--- src/rtl/tap_pkg.sv ---
// Shared types and helpers for the TapTempo button front end.
// Holds the arbiter state encoding, the tick divider computation and
// the width helper for the event channel index.
package tap_pkg;

  typedef enum logic [0:0] {
    s_idle  = 1'b0,
    s_offer = 1'b1
  } arb_state_e;

  // Number of clock cycles per timepulse tick (integer division).
  function automatic int calcDiv(input int clkPerNs, input int pulsePerNs);
    return pulsePerNs / clkPerNs;
  endfunction

  // Width of a channel index; never narrower than one bit.
  function automatic int idWidth(input int nBtn);
    return (nBtn > 1) ? $clog2(nBtn) : 1;
  endfunction

endpackage

--- src/rtl/tap_event_arbiter_tick_prescaler.sv ---
// Timepulse prescaler: tp_o is high for one cycle every DIV cycles.
// The first pulse appears DIV cycles after reset is released.
module tick_prescaler #(
  parameter int DIV = 102
) (
  input  logic clk_i,
  input  logic rst_i,
  output logic tp_o
);

  localparam int CW = (DIV > 2) ? $clog2(DIV) : 1;
  localparam logic [CW-1:0] LAST = CW'(DIV - 1);

  logic [CW-1:0] pcnt_q, pcnt_d;
  logic          tp_q;

  // Next count value, wrapping after DIV-1.
  always_comb begin
    pcnt_d = (pcnt_q == LAST) ? '0 : pcnt_q + CW'(1);
  end

  // Counter and registered tick output.
  always_ff @(posedge clk_i) begin
    if (rst_i) begin
      pcnt_q <= '0;
      tp_q   <= 1'b0;
    end else begin
      pcnt_q <= pcnt_d;
      tp_q   <= (pcnt_q == LAST);
    end
  end

  assign tp_o = tp_q;

endmodule

--- src/rtl/tap_event_arbiter.sv ---
// TapTempo button front end: shared debouncer tick, rising-edge capture
// into a pending vector, and round-robin arbitration onto a valid/ready
// event stream. Optional per-event tick timestamps are enabled with the
// TAP_TIMESTAMP_EN macro.
module tap_event_arbiter
  import tap_pkg::*;
#(
  parameter int N_BTN        = 4,
  parameter int CLK_PER_NS   = 40,
  parameter int PULSE_PER_NS = 4096,
  parameter int TS_WIDTH     = 16,
  localparam int ID_W        = idWidth(N_BTN)
) (
  input  logic                clk_i,
  input  logic                rst_i,
  output logic                tp_o,
  input  logic [N_BTN-1:0]    btn_i,
  output logic                evt_valid_o,
  input  logic                evt_ready_i,
  output logic [ID_W-1:0]     evt_id_o,
`ifdef TAP_TIMESTAMP_EN
  output logic [TS_WIDTH-1:0] evt_ts_o,
`endif
  output logic [N_BTN-1:0]    pend_o,
  output logic                ovf_o
);

  localparam int DIV = calcDiv(CLK_PER_NS, PULSE_PER_NS);

  if (N_BTN < 2) begin : gBadNBtn
    $error("tap_event_arbiter: N_BTN must be at least 2");
  end
  if (DIV < 2) begin : gBadDiv
    $error("tap_event_arbiter: PULSE_PER_NS/CLK_PER_NS must be at least 2");
  end
  if (TS_WIDTH < 1) begin : gBadTs
    $error("tap_event_arbiter: TS_WIDTH must be at least 1");
  end

  logic             tp;
  logic [N_BTN-1:0] btn_q;
  logic [N_BTN-1:0] pend_q, pend_d;
  logic [N_BTN-1:0] edgeVec, clrVec;
  logic             ovf_q, ovf_d;
  arb_state_e       state_q, state_d;
  logic [ID_W-1:0]  rrPtr_q, rrPtr_d;
  logic [ID_W-1:0]  evtId_q, evtId_d;
  logic [ID_W-1:0]  grantIdx;
  logic [ID_W:0]    candIdx;
  logic             grantFound;
  logic             grantNow;

  tick_prescaler #(
    .DIV (DIV)
  ) uPrescaler (
    .clk_i (clk_i),
    .rst_i (rst_i),
    .tp_o  (tp)
  );

  assign tp_o    = tp;
  assign edgeVec = btn_i & ~btn_q;

  // Find the first pending channel at or above rrPtr, wrapping modulo N_BTN.
  always_comb begin
    grantFound = 1'b0;
    grantIdx   = '0;
    candIdx    = '0;
    for (int i = 0; i < N_BTN; i++) begin
      candIdx = {1'b0, rrPtr_q} + (ID_W+1)'(i);
      if (candIdx >= (ID_W+1)'(N_BTN)) begin
        candIdx = candIdx - (ID_W+1)'(N_BTN);
      end
      if (!grantFound && pend_q[candIdx[ID_W-1:0]]) begin
        grantFound = 1'b1;
        grantIdx   = candIdx[ID_W-1:0];
      end
    end
  end

  assign grantNow = (state_q == s_idle) && grantFound;

  // Pending update: a new edge wins over a same-cycle grant clear.
  always_comb begin
    clrVec = grantNow ? (N_BTN'(1) << grantIdx) : '0;
    pend_d = (pend_q & ~clrVec) | edgeVec;
    ovf_d  = |(edgeVec & pend_q & ~clrVec);
  end

  // Offer FSM: grant from idle, hold the offer until the consumer accepts.
  always_comb begin
    state_d = state_q;
    evtId_d = evtId_q;
    rrPtr_d = rrPtr_q;
    case (state_q)
      s_idle: begin
        if (grantFound) begin
          state_d = s_offer;
          evtId_d = grantIdx;
        end
      end
      s_offer: begin
        if (evt_ready_i) begin
          state_d = s_idle;
          rrPtr_d = (evtId_q == ID_W'(N_BTN - 1)) ? '0 : evtId_q + ID_W'(1);
        end
      end
      default: state_d = s_idle;
    endcase
  end

  // Edge history, pending vector, overflow pulse and arbiter state.
  always_ff @(posedge clk_i) begin
    if (rst_i) begin
      btn_q   <= '0;
      pend_q  <= '0;
      ovf_q   <= 1'b0;
      state_q <= s_idle;
      rrPtr_q <= '0;
      evtId_q <= '0;
    end else begin
      btn_q   <= btn_i;
      pend_q  <= pend_d;
      ovf_q   <= ovf_d;
      state_q <= state_d;
      rrPtr_q <= rrPtr_d;
      evtId_q <= evtId_d;
    end
  end

  assign evt_valid_o = (state_q == s_offer);
  assign evt_id_o    = evtId_q;
  assign pend_o      = pend_q;
  assign ovf_o       = ovf_q;

`ifdef TAP_TIMESTAMP_EN
  logic [TS_WIDTH-1:0] tsCnt_q;
  logic [TS_WIDTH-1:0] ts_q [N_BTN];
  logic [TS_WIDTH-1:0] evtTs_q;
  logic [N_BTN-1:0]    capVec;

  assign capVec = edgeVec & (~pend_q | clrVec);

  // Tick counter, per-channel capture on new requests, copy out at grant.
  always_ff @(posedge clk_i) begin
    if (rst_i) begin
      tsCnt_q <= '0;
      evtTs_q <= '0;
      for (int k = 0; k < N_BTN; k++) begin
        ts_q[k] <= '0;
      end
    end else begin
      if (tp) begin
        tsCnt_q <= tsCnt_q + TS_WIDTH'(1);
      end
      for (int k = 0; k < N_BTN; k++) begin
        if (capVec[k]) begin
          ts_q[k] <= tsCnt_q;
        end
      end
      if (grantNow) begin
        evtTs_q <= ts_q[grantIdx];
      end
    end
  end

  assign evt_ts_o = evtTs_q;
`endif

endmodule

--- config.mk ---
export PLATFORM = sky130hd
export DESIGN_NAME = tap_event_arbiter
export DESIGN_NICKNAME = d
export VERILOG_FILES = /design/src/rtl/tap_pkg.sv /design/src/rtl/tap_event_arbiter_tick_prescaler.sv /design/src/rtl/tap_event_arbiter.sv
export SDC_FILE = /design/constraint.sdc
export NUM_CORES = 1
export LEC_CHECK = 0
export ABC_AREA = 0
export CAP_MARGIN = 20
export CORE_MARGIN = 2
export CORE_UTILIZATION = 51
export DETAILED_ROUTE_END_ITERATION = 8
export PLACE_DENSITY = 0.77
export SKIP_LAST_GASP = 1
export SLEW_MARGIN = 20
export SYNTH_ARGS = -nofsm -noshare
export SYNTH_HDL_FRONTEND = slang
export SYNTH_HIERARCHICAL = 1
export SYNTH_SLANG_ARGS = --single-unit
--- constraint.sdc ---
create_clock -name clk_i -period 1.5 [get_ports clk_i]
set_input_delay 0.225 -clock clk_i [delete_from_list [all_inputs] [get_ports clk_i]]
set_output_delay 0.225 -clock clk_i [all_outputs]
set_load 0.02 [all_outputs]
==> impl_metrics.json, run 1 <==
{
  "crit_path_end_kind": "primary output",
  "first_pass_iters": 4,
  "period_share": 0.9612,
  "r2r_slack_ns": 0.06,
  "fin_tns_setup_ns": 0,
  "min-delay-start": "uPrescaler/pcnt_q[0]$_SDFF_PP0_",
  "grt_pass1_vias": 797,
  "synth_seq_cells": 22,
  "crit_arrival_ns": 1.22,
  "placedCellCount": 154,
  "synthXorXnorAreaFrac": 0.02638,
  "yosysUniqueCellTypes": 32,
  "worstMarginPinSlew_ns": 0.3595,
  "area_growth_pct": 24.75,
  "hpwlAfterDp_um": 1584,
  "worstHoldPathCells": 1,
  "outcome": "finished clean",
  "clockBufferDepth": 2,
  "synth_compound_area_frac": 0.1935,
  "cp_num_buf_inv": 1,
  "ys.flop_type": "dfxtp_1",
  "finalSetupViolations": 0,
  "antenna_found_initial": 0,
  "synthSimpleGateAreaFrac": 0.2852,
  "crit_required_ns": 1.27,
  "path_clk_slew_ns": 0.11,
  "final_common_cell": "dfxtp_1",
  "ff2ff_path_depth": 5,
  "num_rows": 15,
  "netlist_area_um2": 996.0,
  "critical_path_class": "register to primary output",
  "post_cts_buffers": 0,
  "clock_tree.root_cell": "clkbuf_4",
  "nets": 144,
  "critPathMaxStageDelay_ns": 0.60,
  "drtIter0Drc": 8,
  "antenna-diode-count": 0,
  "whs_ns": 0.4751,
  "tritoncts": "done",
  "drtAntennaViolNets": 0,
  "utilization": 0.6968,
  "fin_skew_ns": 0.002355,
  "clkLatencyLatePin_ns": 0.29,
  "r2r-start": "rrPtr_q[1]$_SDFFE_PP0P_",
  "grt_pass1_wl_um": 3174,
  "vias_per_cell": 5.541,
  "core_um2": 1783,
  "routed_wl_um": 1993,
  "syn-num-nets": 120,
  "critPathMaxFanout": 1,
  "cts_hold_buf": 0,
  "ir_drop_uv": 528.6,
  "p_leak_nw": 0.5078,
  "cpLargestDelayFamily": "buffers and inverters",
  "synth-edff-count": 0,
  "synth_top_family_by_area": "simple AND/OR/NAND/NOR gates",
  "grt_usage": 0.1982,
  "synth_fa_ha_area_frac": 0.03769,
  "io_buffers": 15,
  "final_max_slew_viol_count": 0,
  "numCtsBuffers": 3,
  "synthArstFlopShare": 0,
  "maxSlewHeadroom": 0.7581,
  "die_w_um": 48.19,
  "drc_errors": 0,
  "stdcell_count": 157,
  "clock.fmax_ghz": 0.6936,
  "mostFrequentLayoutCells": "dfxtp_1 (18), a21oi_1 (12), nor2_1 (9), nand2_1 (8)",
  "startpoint_type": "register",
  "yosysSeqAreaShare": 0.4422,
  "slowest_stage": "clkdlybuf4s50_1",
  "wl_per_cell_um": 12.69,
  "p_per_area_nw_per_um2": 969.5,
  "path_cells": "clkdlybuf4s50_1",
  "synthCells": 110,
  "p_total_w": 0.001205,
  "cts-htree-levels": 1,
  "grt_max_degree": 12,
  "io_pins": 16,
  "yosys_warnings": 6,
  "timing.rr.end": "ovf_o$_SDFF_PP0_",
  "die_y_um": 48.19,
  "cap_violations": 0,
  "hold_path.class": "register to register",
  "num_vias": 870,
  "start_util": 0.5586,
  "dieArea_um2": 2322,
  "synthMuxAreaShare": 0,
  "clock_sinks": 22,
  "drive_above_1_share": 0.1439,
  "hold_path_end": "uPrescaler/pcnt_q[0]$_SDFF_PP0_",
  "place_congestion": 0.8876,
  "syn_area_per_cell_um2": 9.054,
  "fill_cells": 147,
  "hold_viol": 0,
  "rsz0062_at_grt": "yes",
  "grt_overflow": 0,
  "fin_crit_ns": 1.442
}
-- layout make-up --
cell class	instances	area (um2)	share of cell area
tap	25	31.28	0.02518
multi-input combinational	84	543.0	0.4371
timing repair buffer	21	192.7	0.1551
sequential	22	445.4	0.3585
inverter	2	7.507	0.006042
clock buffer	3	22.52	0.01813
-- cells by family (layout without fill, tap and decap cells) --
group           after synthesis  in the layout
compound gates               29             29
xor+xnor                      3              3
fa+ha+maj                     3              3
buf+inv                       4             26
flops                        22             22
simple gates                 49             49
-- stage by stage --
step / instance area, um2 / setup slack, ns
finish: 1242 / 0.05825
global route: 1242 / -0.02135
CTS: 1230 / 0.003650
detailed placement: 1215 / 0.03405
global placement: 1215 / 0.05219
floorplan: 996.0 / 0.03887
-- worst max-delay path by stage --
stage                               start          endpoint  slack [ns]  cells past startpoint
2_1_floorplan        pend_o[0]$_SDFF_PP0_  ovf_o$_SDFF_PP0_        0.04                      5
4_1_cts          evt_id_o[1]$_SDFFE_PP0P_       evt_id_o[1]       0.004                      1
6_report       uPrescaler/tp_o$_SDFF_PP0_              tp_o        0.06                      1
3_3_place_gp         pend_o[0]$_SDFF_PP0_  ovf_o$_SDFF_PP0_        0.05                      5
5_1_grt              pend_o[0]$_SDFF_PP0_  ovf_o$_SDFF_PP0_       -0.02                      5
3_5_place_dp         pend_o[0]$_SDFF_PP0_  ovf_o$_SDFF_PP0_        0.03                      5
-- flip-flops by register name, indices dropped and copies added, names as in the netlist --
register	flops
evt_valid_o	1
rrPtr_q	2
uPrescaler/tp_o	1
evt_id_o	2
uPrescaler/pcnt_q	7
pend_o	4
ovf_o	1
btn_q	4
-- Yosys cell counts, types with 2 or more instances --
library cell	instances	area [um2]
inv_1	2	7.510
dfxtp_1	22	440.4
or3_1	2	12.51
nor2b_1	8	50.05
nand4_1	2	12.51
a21oi_1	12	60.06
o21bai_1	2	15.01
xor2_1	2	17.52
o31ai_1	2	15.01
nor3_1	2	10.01
nand2_1	8	30.03
nor2_1	9	33.78
nand3_1	4	20.02
clkbuf_1	2	7.510
nand3b_1	4	30.03
o21ai_0	4	20.02
o21ai_1	3	15.01
nand2b_1	4	25.02
ha_1	3	37.54
-- report_power, final --
part	switching, W	internal, W	total, W
registers	0.0000436	0.000626	0.000670
logic	0.000147	0.000133	0.000280
clock network	0.000161	0.0000933	0.000254
-- repair_timing --
item	in CTS	in global routing
resized for setup	6	7
hold endpoints to repair	0	0
endpoints found under the setup margin	6	7
-- per-layer routing --
metal  vias up  wire, um  global-route usage
met5         -         0                   0
li1        437         -                   -
met1       400       934              0.2403
met2        27       931              0.3289
met3         6        83             0.04074
met4         0        45              0.1027
No activity file was read; power rests on OpenSTA's default activity.
==> run 2: changes to the inputs <==
--- a/config.mk
+++ b/config.mk
@@ -11,6 +11,7 @@
 export CORE_UTILIZATION = 51
 export DETAILED_ROUTE_END_ITERATION = 8
 export PLACE_DENSITY = 0.77
+export SETUP_SLACK_MARGIN = 0.1
 export SKIP_LAST_GASP = 1
 export SLEW_MARGIN = 20
 export SYNTH_ARGS = -nofsm -noshare
==> impl_metrics.json, run 2 (synthesis gave the netlist of run 1 again) <==
{
  "outcome": "finished clean",
  "p_total_w": 0.001434,
  "rsz0062_at_grt": "yes",
  "fin_tns_setup_ns": 0,
  "tritoncts": "done",
  "largest-register": "uPrescaler/pcnt_q",
  "hpwlAfterDp_um": 1491,
  "worstMarginPinSlew_ns": 0.2950,
  "wl_per_cell_um": 13.16,
  "largest_reg_flops": 7,
  "first_pass_iters": 4,
  "grt_pass1_vias": 815,
  "dp_slack_ns": 0.03239,
  "start_util": 0.5586,
  "crit_required_ns": 1.71,
  "vias_per_cell": 5.506,
  "num_rows": 15,
  "slowest_stage": "dfxtp_4",
  "drive_above_1_share": 0.2481,
  "critical_path_class": "register to register",
  "antenna_found_initial": 0,
  "maxSlewHeadroom": 0.8027,
  "hold_path.class": "register to register",
  "final_max_slew_viol_count": 0,
  "critPathMaxStageDelay_ns": 0.38,
  "routed_wl_um": 2080,
  "register_area_um2": 451.7,
  "clock_tree.root_cell": "clkbuf_4",
  "crit_path_end_kind": "register",
  "die_w_um": 48.19,
  "numCtsBuffers": 3,
  "p_leak_nw": 0.5190,
  "io_pins": 16,
  "grt_max_degree": 14,
  "cap_violations": 0,
  "fin_skew_ns": 0.002891,
  "startpoint_type": "register",
  "final_common_cell": "dfxtp_1",
  "area_growth_pct": 32.66,
  "fill_cells": 136,
  "ir_drop_uv": 784.2,
  "hold_viol": 0,
  "worstHoldPathCells": 1,
  "fin_ws_ns": 0.07337,
  "clockBufferDepth": 2,
  "multi_input_area_um2": 593.1,
  "finalSetupViolations": 0,
  "crit_arrival_ns": 1.64,
  "clock_sinks": 22,
  "critPathMaxFanout": 4,
  "ff2ff_path_depth": 6,
  "die_y_um": 48.19,
  "p_per_area_nw_per_um2": 1085,
  "dieArea_um2": 2322,
  "mostFrequentLayoutCells": "dfxtp_1 (15), a21oi_1 (11), nor2_1 (9), nand2_1 (8), dlygate4sd2_1 (8)",
  "clock.fmax_ghz": 0.7010,
  "place_congestion": 0.8096,
  "grt_pass1_wl_um": 3415,
  "fin_crit_ns": 1.427,
  "core_um2": 1783,
  "grt_overflow": 0,
  "antenna-diode-count": 0,
  "cts-htree-levels": 1,
  "clkLatencyLatePin_ns": 0.30,
  "path_cells": "nor2b_4 > a211oi_2 > buf_4 > or3_4 > o21ai_2 > a21oi_2",
  "num_vias": 870,
  "grt_usage": 0.2093,
  "drc_errors": 0,
  "nets": 144,
  "path_clk_slew_ns": 0.12,
  "drtAntennaViolNets": 0,
  "drtIter0Drc": 18,
  "period_share": 0.9511,
  "utilization": 0.7411,
  "io_buffers": 15
}
==> run 2: critical path, delay by kind of cell, from the launching register on <==
kind	cells	cell delay, ns
AO/OA/AOI/OAI	3	0.31
AND/OR/NAND/NOR	2	0.51
flip-flops	1	0.38
buffers and inverters	1	0.14
==> run 2: final cells by class <==
cell class              count  area share
well taps                  25     0.02367
clock inverters             1     0.02273
clock buffers               3     0.01705
flip-flops and latches     22      0.3419
repair buffers             21      0.1402
multi-input cells          84      0.4489
inverters                   2    0.005682
==> run 2: final timing paths <==
kind	slack [ns]	endpoint	start
max	0.07	pend_o[2]$_SDFF_PP0_	pend_o[2]$_SDFF_PP0_
min	0.48	uPrescaler/pcnt_q[0]$_SDFF_PP0_	uPrescaler/pcnt_q[0]$_SDFF_PP0_
max reg2reg	0.07	pend_o[2]$_SDFF_PP0_	pend_o[2]$_SDFF_PP0_
min reg2reg	0.48	uPrescaler/pcnt_q[0]$_SDFF_PP0_	uPrescaler/pcnt_q[0]$_SDFF_PP0_
==> run 2: through the flow <==
stage | std cells | cell area, um2 | hold WS, ns
after floorplan | 110 | 998.5 | 0.2966
after global placement | 152 | 1202 | 0.4517
after detailed placement | 152 | 1202 | 0.4630
after CTS | 158 | 1289 | 0.4923
after global routing | 158 | 1321 | 0.5134
final | 158 | 1321 | 0.4843
==> run 2: what timing repair did <==
action,CTS,global route
buffers inserted,2,0
gates cloned,0,0
setup endpoints to repair,14,7
hold endpoints to repair,0,0
resized for setup,18,11
hold buffers,0,0
pin swaps,4,2
==> run 2: power breakdown <==
| part | total [W] | switching, W | internal [W] | leakage, nW |
|---|---|---|---|---|
| Clock | 0.000448 | 0.000178 | 0.000270 | 0.0279 |
| Combinational | 0.000313 | 0.000162 | 0.000151 | 0.307 |
| Sequential | 0.000673 | 0.0000457 | 0.000628 | 0.184 |
| Total | 0.00143 | 0.000385 | 0.00105 | 0.519 |
==> run 2: per-layer routing <==
metal | GRT usage | routed length (um) | up-vias
met4 | 0.08649 | 20 | 0
met2 | 0.3447 | 1030 | 18
li1 | - | - | 440
met5 | 0 | 0 | -
met1 | 0.2756 | 940 | 408
met3 | 0.02593 | 89 | 4
==> edit 1 (settings of run 1) <==
Register the output `ovf_o` once more, with the module's reset; this adds one clock of latency there. The other outputs are not delayed to match.
--- a/src/rtl/tap_event_arbiter.sv
+++ b/src/rtl/tap_event_arbiter.sv
@@ -132,5 +132,11 @@
   assign evt_id_o    = evtId_q;
   assign pend_o      = pend_q;
-  assign ovf_o       = ovf_q;
+  always_ff @(posedge clk_i) begin
+    if (rst_i) begin
+      ovf_o <= '0;
+    end else begin
+      ovf_o <= ovf_q;
+    end
+  end
 
 `ifdef TAP_TIMESTAMP_EN
Behaviour: not the same (a bounded check fails within 4 cycles, from zero or initial values and one cycle with rst_i high).
==> edit 1 against run 1 <==
Non-clock buffer count decreased by 1. Design area increased by 3.6%. Worst setup slack improved by 0.035 ns. Worst hold slack got worse by 0.016 ns. Sequential power increased by 4.6%. Total power increased by 3.7%. Sequential cell count increased by 1. Wire length decreased by 4.3%. Synthesized area increased by 2.6%. Critical endpoint is now pend_o[2]. Highest routed layer unchanged.
==> edit 1: results (changes against run 1) <==
[pwr]
pwr-share-comb=0.221  ; -0.012
powerSeq_mw=0.701  ; +4.6%
ir_drop_mv=0.640  ; +21%
p_leak_nw=0.530  ; +4.4%
p_comb_mw=0.276  ; -1%
power_switching_mw=0.361  ; +2.7%

[synthesis]
yosysSeqAreaShare=0.450  ; +0.00822
yosys.area_share.adder=0.0367  ; -0.000969
yosysTopAreaCell=dfxtp_1
synthDistinctLibCells=32  ; unchanged
syn_area_per_cell_um2=9.13  ; +0.81%
ys.warnings.count=6  ; unchanged
synth_compound_area_frac=0.188  ; -0.00497
mappedNetlistNets=122  ; +1.7%
yosys-top-cells-count=23 x dfxtp_1, 12 x a21oi_1, 9 x nor2_1, 9 x nor2b_1, 8 x nand2_1
synth_xor_area_frac=0.0257  ; -0.000678
yosys-top-cells-area=dfxtp_1 45%, a21oi_1 5.9%, nor2b_1 5.5%, ha_1 3.7%, nor2_1 3.3%
synthArstFlopShare=0  ; unchanged

[finish]
drive_gt1_frac=0.164  ; +0.0202
diodes=0  ; unchanged
final_nets=145  ; +0.69%
regMostFlops=uPrescaler/pcnt_q
fillers=184  ; +25%

[placement]
dp_hpwl_um=1510  ; -4.8%
placedInstanceArea_mm2=0.00124  ; +1.8%
place_congestion=0.819  ; -7.7%
dp_cells=157  ; +1.9%
dpl_worst_slack_ns=0.0660  ; +0.0320 ns

[cts]
post_cts_buffers=0  ; unchanged
clk_pin_slew_ns=0.12
clock_path_buffers=2  ; unchanged
cts_resized=7  ; +1
clock_latency_ns=0.30
h-tree-depth=1  ; unchanged

[setup_path]
path_max_fanout=7  ; +6
crit_family=simple AND/OR/NAND/NOR gates
crit_path_max_incr_delay_ns=0.39  ; -0.21 ns
arrival_ns=1.60  ; +0.38 ns
critPathSlowestCell=or3_4

[drt]
vias_per_cell=5.45  ; -1.7%
wl_per_cell_um=11.8  ; -6.7%
drt-initial-drc-count=10  ; +2
drt_wl_total_um=1910  ; -4.3%

[sta]
clock_skew_ns=0.00604  ; +0.00368 ns
max_freq_ghz=0.711  ; +2.5%
tightest_slew_ns=0.279  ; -0.0802 ns

[grt]
grt_pass1_wl_um=3420  ; +7.6%
grt_max_degree=14  ; +2
grt_usage=0.180  ; -0.0186
grt_pass1_vias=812  ; +1.9%

[status]
run_status=finished, final reports clean

-- edit 1: cell count changes after synthesis --
cell and delta:
dfxtp_1 +1, nor2b_1 +1
-- edit 1: final cells by class --
class	instances	area (um2)	share of cell area
multi-input combinational	85	564	0.438
sequential	23	470	0.365
timing repair buffer	20	184	0.143
tap	27	33.8	0.0262
clock buffer	3	22.5	0.0175
inverter	2	7.51	0.00583
clock inverter	1	5.00	0.00389
-- edit 1: per-layer routing --
metal	GRT usage	vias to the layer above	routed length, um
met1	0.231	424	857
met4	0.0619	0	14
li1	-	437	-
met2	0.306	14	981
met5	0	-	0
met3	0.0276	2	53
-- edit 1: worst paths after layout --
check | startpoint | to | depth (start not counted) | slack [ns]
setup / recovery | pend_o[0] | pend_o[2] | 5 | 0.09
hold reg to reg | ovf_q | ovf_o | 1 | 0.46
setup reg to reg | pend_o[0] | pend_o[2] | 5 | 0.09
hold / removal | ovf_q | ovf_o | 1 | 0.46
==> edit 2 (config.mk and constraints of run 1) <==
Made on the original files. Build with the macro `TAP_TIMESTAMP_EN` defined.
--- a/src/rtl/tap_event_arbiter.sv
+++ b/src/rtl/tap_event_arbiter.sv
@@ -3,4 +3,6 @@
 // event stream. Optional per-event tick timestamps are enabled with the
 // TAP_TIMESTAMP_EN macro.
+`define TAP_TIMESTAMP_EN
+
 module tap_event_arbiter
   import tap_pkg::*;
Formal check against the unedited RTL (old outputs only; new: evt_ts_o): equivalent (Yosys induction, for registers that start in step).
==> edit 2 against run 1 <==
The run now ends with negative setup slack left. Die area rose to 4.7 times the old value. Worst setup slack got worse by 0.46 ns. Total power rose to 7.4 times the old value. Synthesized area rose to 5.1 times the old value. Design area rose to 5.7 times the old value. Combinational power rose to 5.0 times the old value. Critical path depth rose by 5. Sequential cell count rose by 96. Global-route usage rose by 4.2 points. Wire length rose to 6.3 times the old value. Core utilization rose by 2.3 points. Final cell count rose to 4.4 times the old value. Largest cell class is now sequential cells.
==> edit 2: results (changes against run 1) <==
[cts]
numCtsBuffers=17  ; +14
cts_resized=84  ; +78
post_cts_buffers=10  ; +10
clock_latency_ns=0.52  ; +0.23 ns
cts_root_buf=clkbuf_8
h-tree-depth=4  ; +3

[finish]
inv_count=7  ; +5
non_clock_buffer_area_share=0.135  ; -0.0206
clk_share=0.0794  ; +0.0612
seq_area_frac=0.430  ; +0.0719
seq_area_mm2=0.00303  ; +580%
n_all_buffers=100  ; +380%
fillers=647  ; +340%
multi_input_area_mm2=0.00231  ; +330%

[drt]
vias_per_cell=5.61  ; +1.2%
dr.pass1.iters=5  ; +1
vias=3864  ; +340%
drt-initial-drc-count=198  ; +190

[grt]
grt_use_met1=0.296  ; +0.0556
grt_usage=0.241  ; +0.0425
grt_pass1_vias=3984  ; +400%
met3_usage=0.0620  ; +0.0213
grt_max_degree=34  ; +22
grtUsageMet2=0.410  ; +0.0813

[synthesis]
syn_area_per_cell_um2=11.4  ; +26%
synth_xor_area_frac=0.0256  ; -0.000735
synthDistinctLibCells=53  ; +66%
yosys_most_used_dff=edfxtp_1
mappedNetlistNets=459  ; +280%
yosys.area_share.adder=0.00977  ; -0.0279
synth.mux.area_fraction=0.0664  ; +0.0664
yosys-top-cells-count=64 x edfxtp_1, 59 x nor2_1, 54 x dfxtp_1
synth-edff-count=64  ; +64
yosysSeqAreaShare=0.586  ; +0.144
yosys-top-cells-area=edfxtp_1 38%, dfxtp_1 21%, mux2i_1 6.6%, nor2_1 4.3%, o221ai_1 2.9%

[worst_hold_path]
hp-class=input port to flip-flop
min_from=btn_i[2]
min_to=btn_q[2]
holdPathStages=2  ; +1

[placement]
placedInstanceArea_mm2=0.00609  ; +400%
dp_hpwl_um=7720  ; +390%
place_congestion=0.851  ; -4.1%
dpl_worst_slack_ns=-0.456  ; -0.490 ns

[sta]
hold-worst-slack_ns=0.296  ; -0.179 ns
tightest_slew_ns=0.361  ; +0.00159 ns
setup_viol=150  ; +150
clock_skew_ns=0.00931  ; +0.00695 ns
worst_slack_ns=-0.400  ; -0.458 ns

[status]
run_status=finished, violations left
violations=negative setup slack

[pwr]
pwr-share-comb=0.156  ; -0.077
p_clk_mw=3.83  ; +1400%
p_leak_nw=2.68  ; +430%

[setup_path]
r2r_start=pend_o[2]
crit_path_max_incr_delay_ns=0.37  ; -0.23 ns
path_max_fanout=8  ; +7
r2r_cells=6  ; +1
r2r-end=ts_q[2][1]
arrival_ns=2.12  ; +0.90 ns

edit 2: changes by cell type in the layout (fill, tap and decap cells not counted), sizes merged, moves of 6 or more:
cell	before	now
buf	6	75
clkbuf	3	23
clkinv	0	6
dfxtp	22	54
dlygate4sd2	6	18
edfxtp	0	64
mux2i	0	34
nand2	8	29
nand2b	4	25
nor2	9	60
nor3	2	37
o221ai	0	17
xnor2	1	8
edit 2: worst max-delay path by stage:
stage | start | end | slack, ns | cells after the start
global route | rrPtr_q[1] | ts_q[1][12] | -0.45 | 6
global placement | pend_o[2] | ts_q[3][4] | -0.35 | 6
detailed placement | rrPtr_q[1] | ts_q[2][6] | -0.46 | 7
floorplan | pend_o[2] | ts_q[1][0] | -0.69 | 8
CTS | rrPtr_q[1] | ts_q[1][15] | -0.35 | 6
finish | pend_o[2] | ts_q[2][1] | -0.40 | 6
edit 2: layer usage:
metal  vias to the layer above  wire (um)
met4                         0        209
met2                       121       6400
met5                         -          0
li1                       1812          -
met3                        19        557
met1                      1912       5310
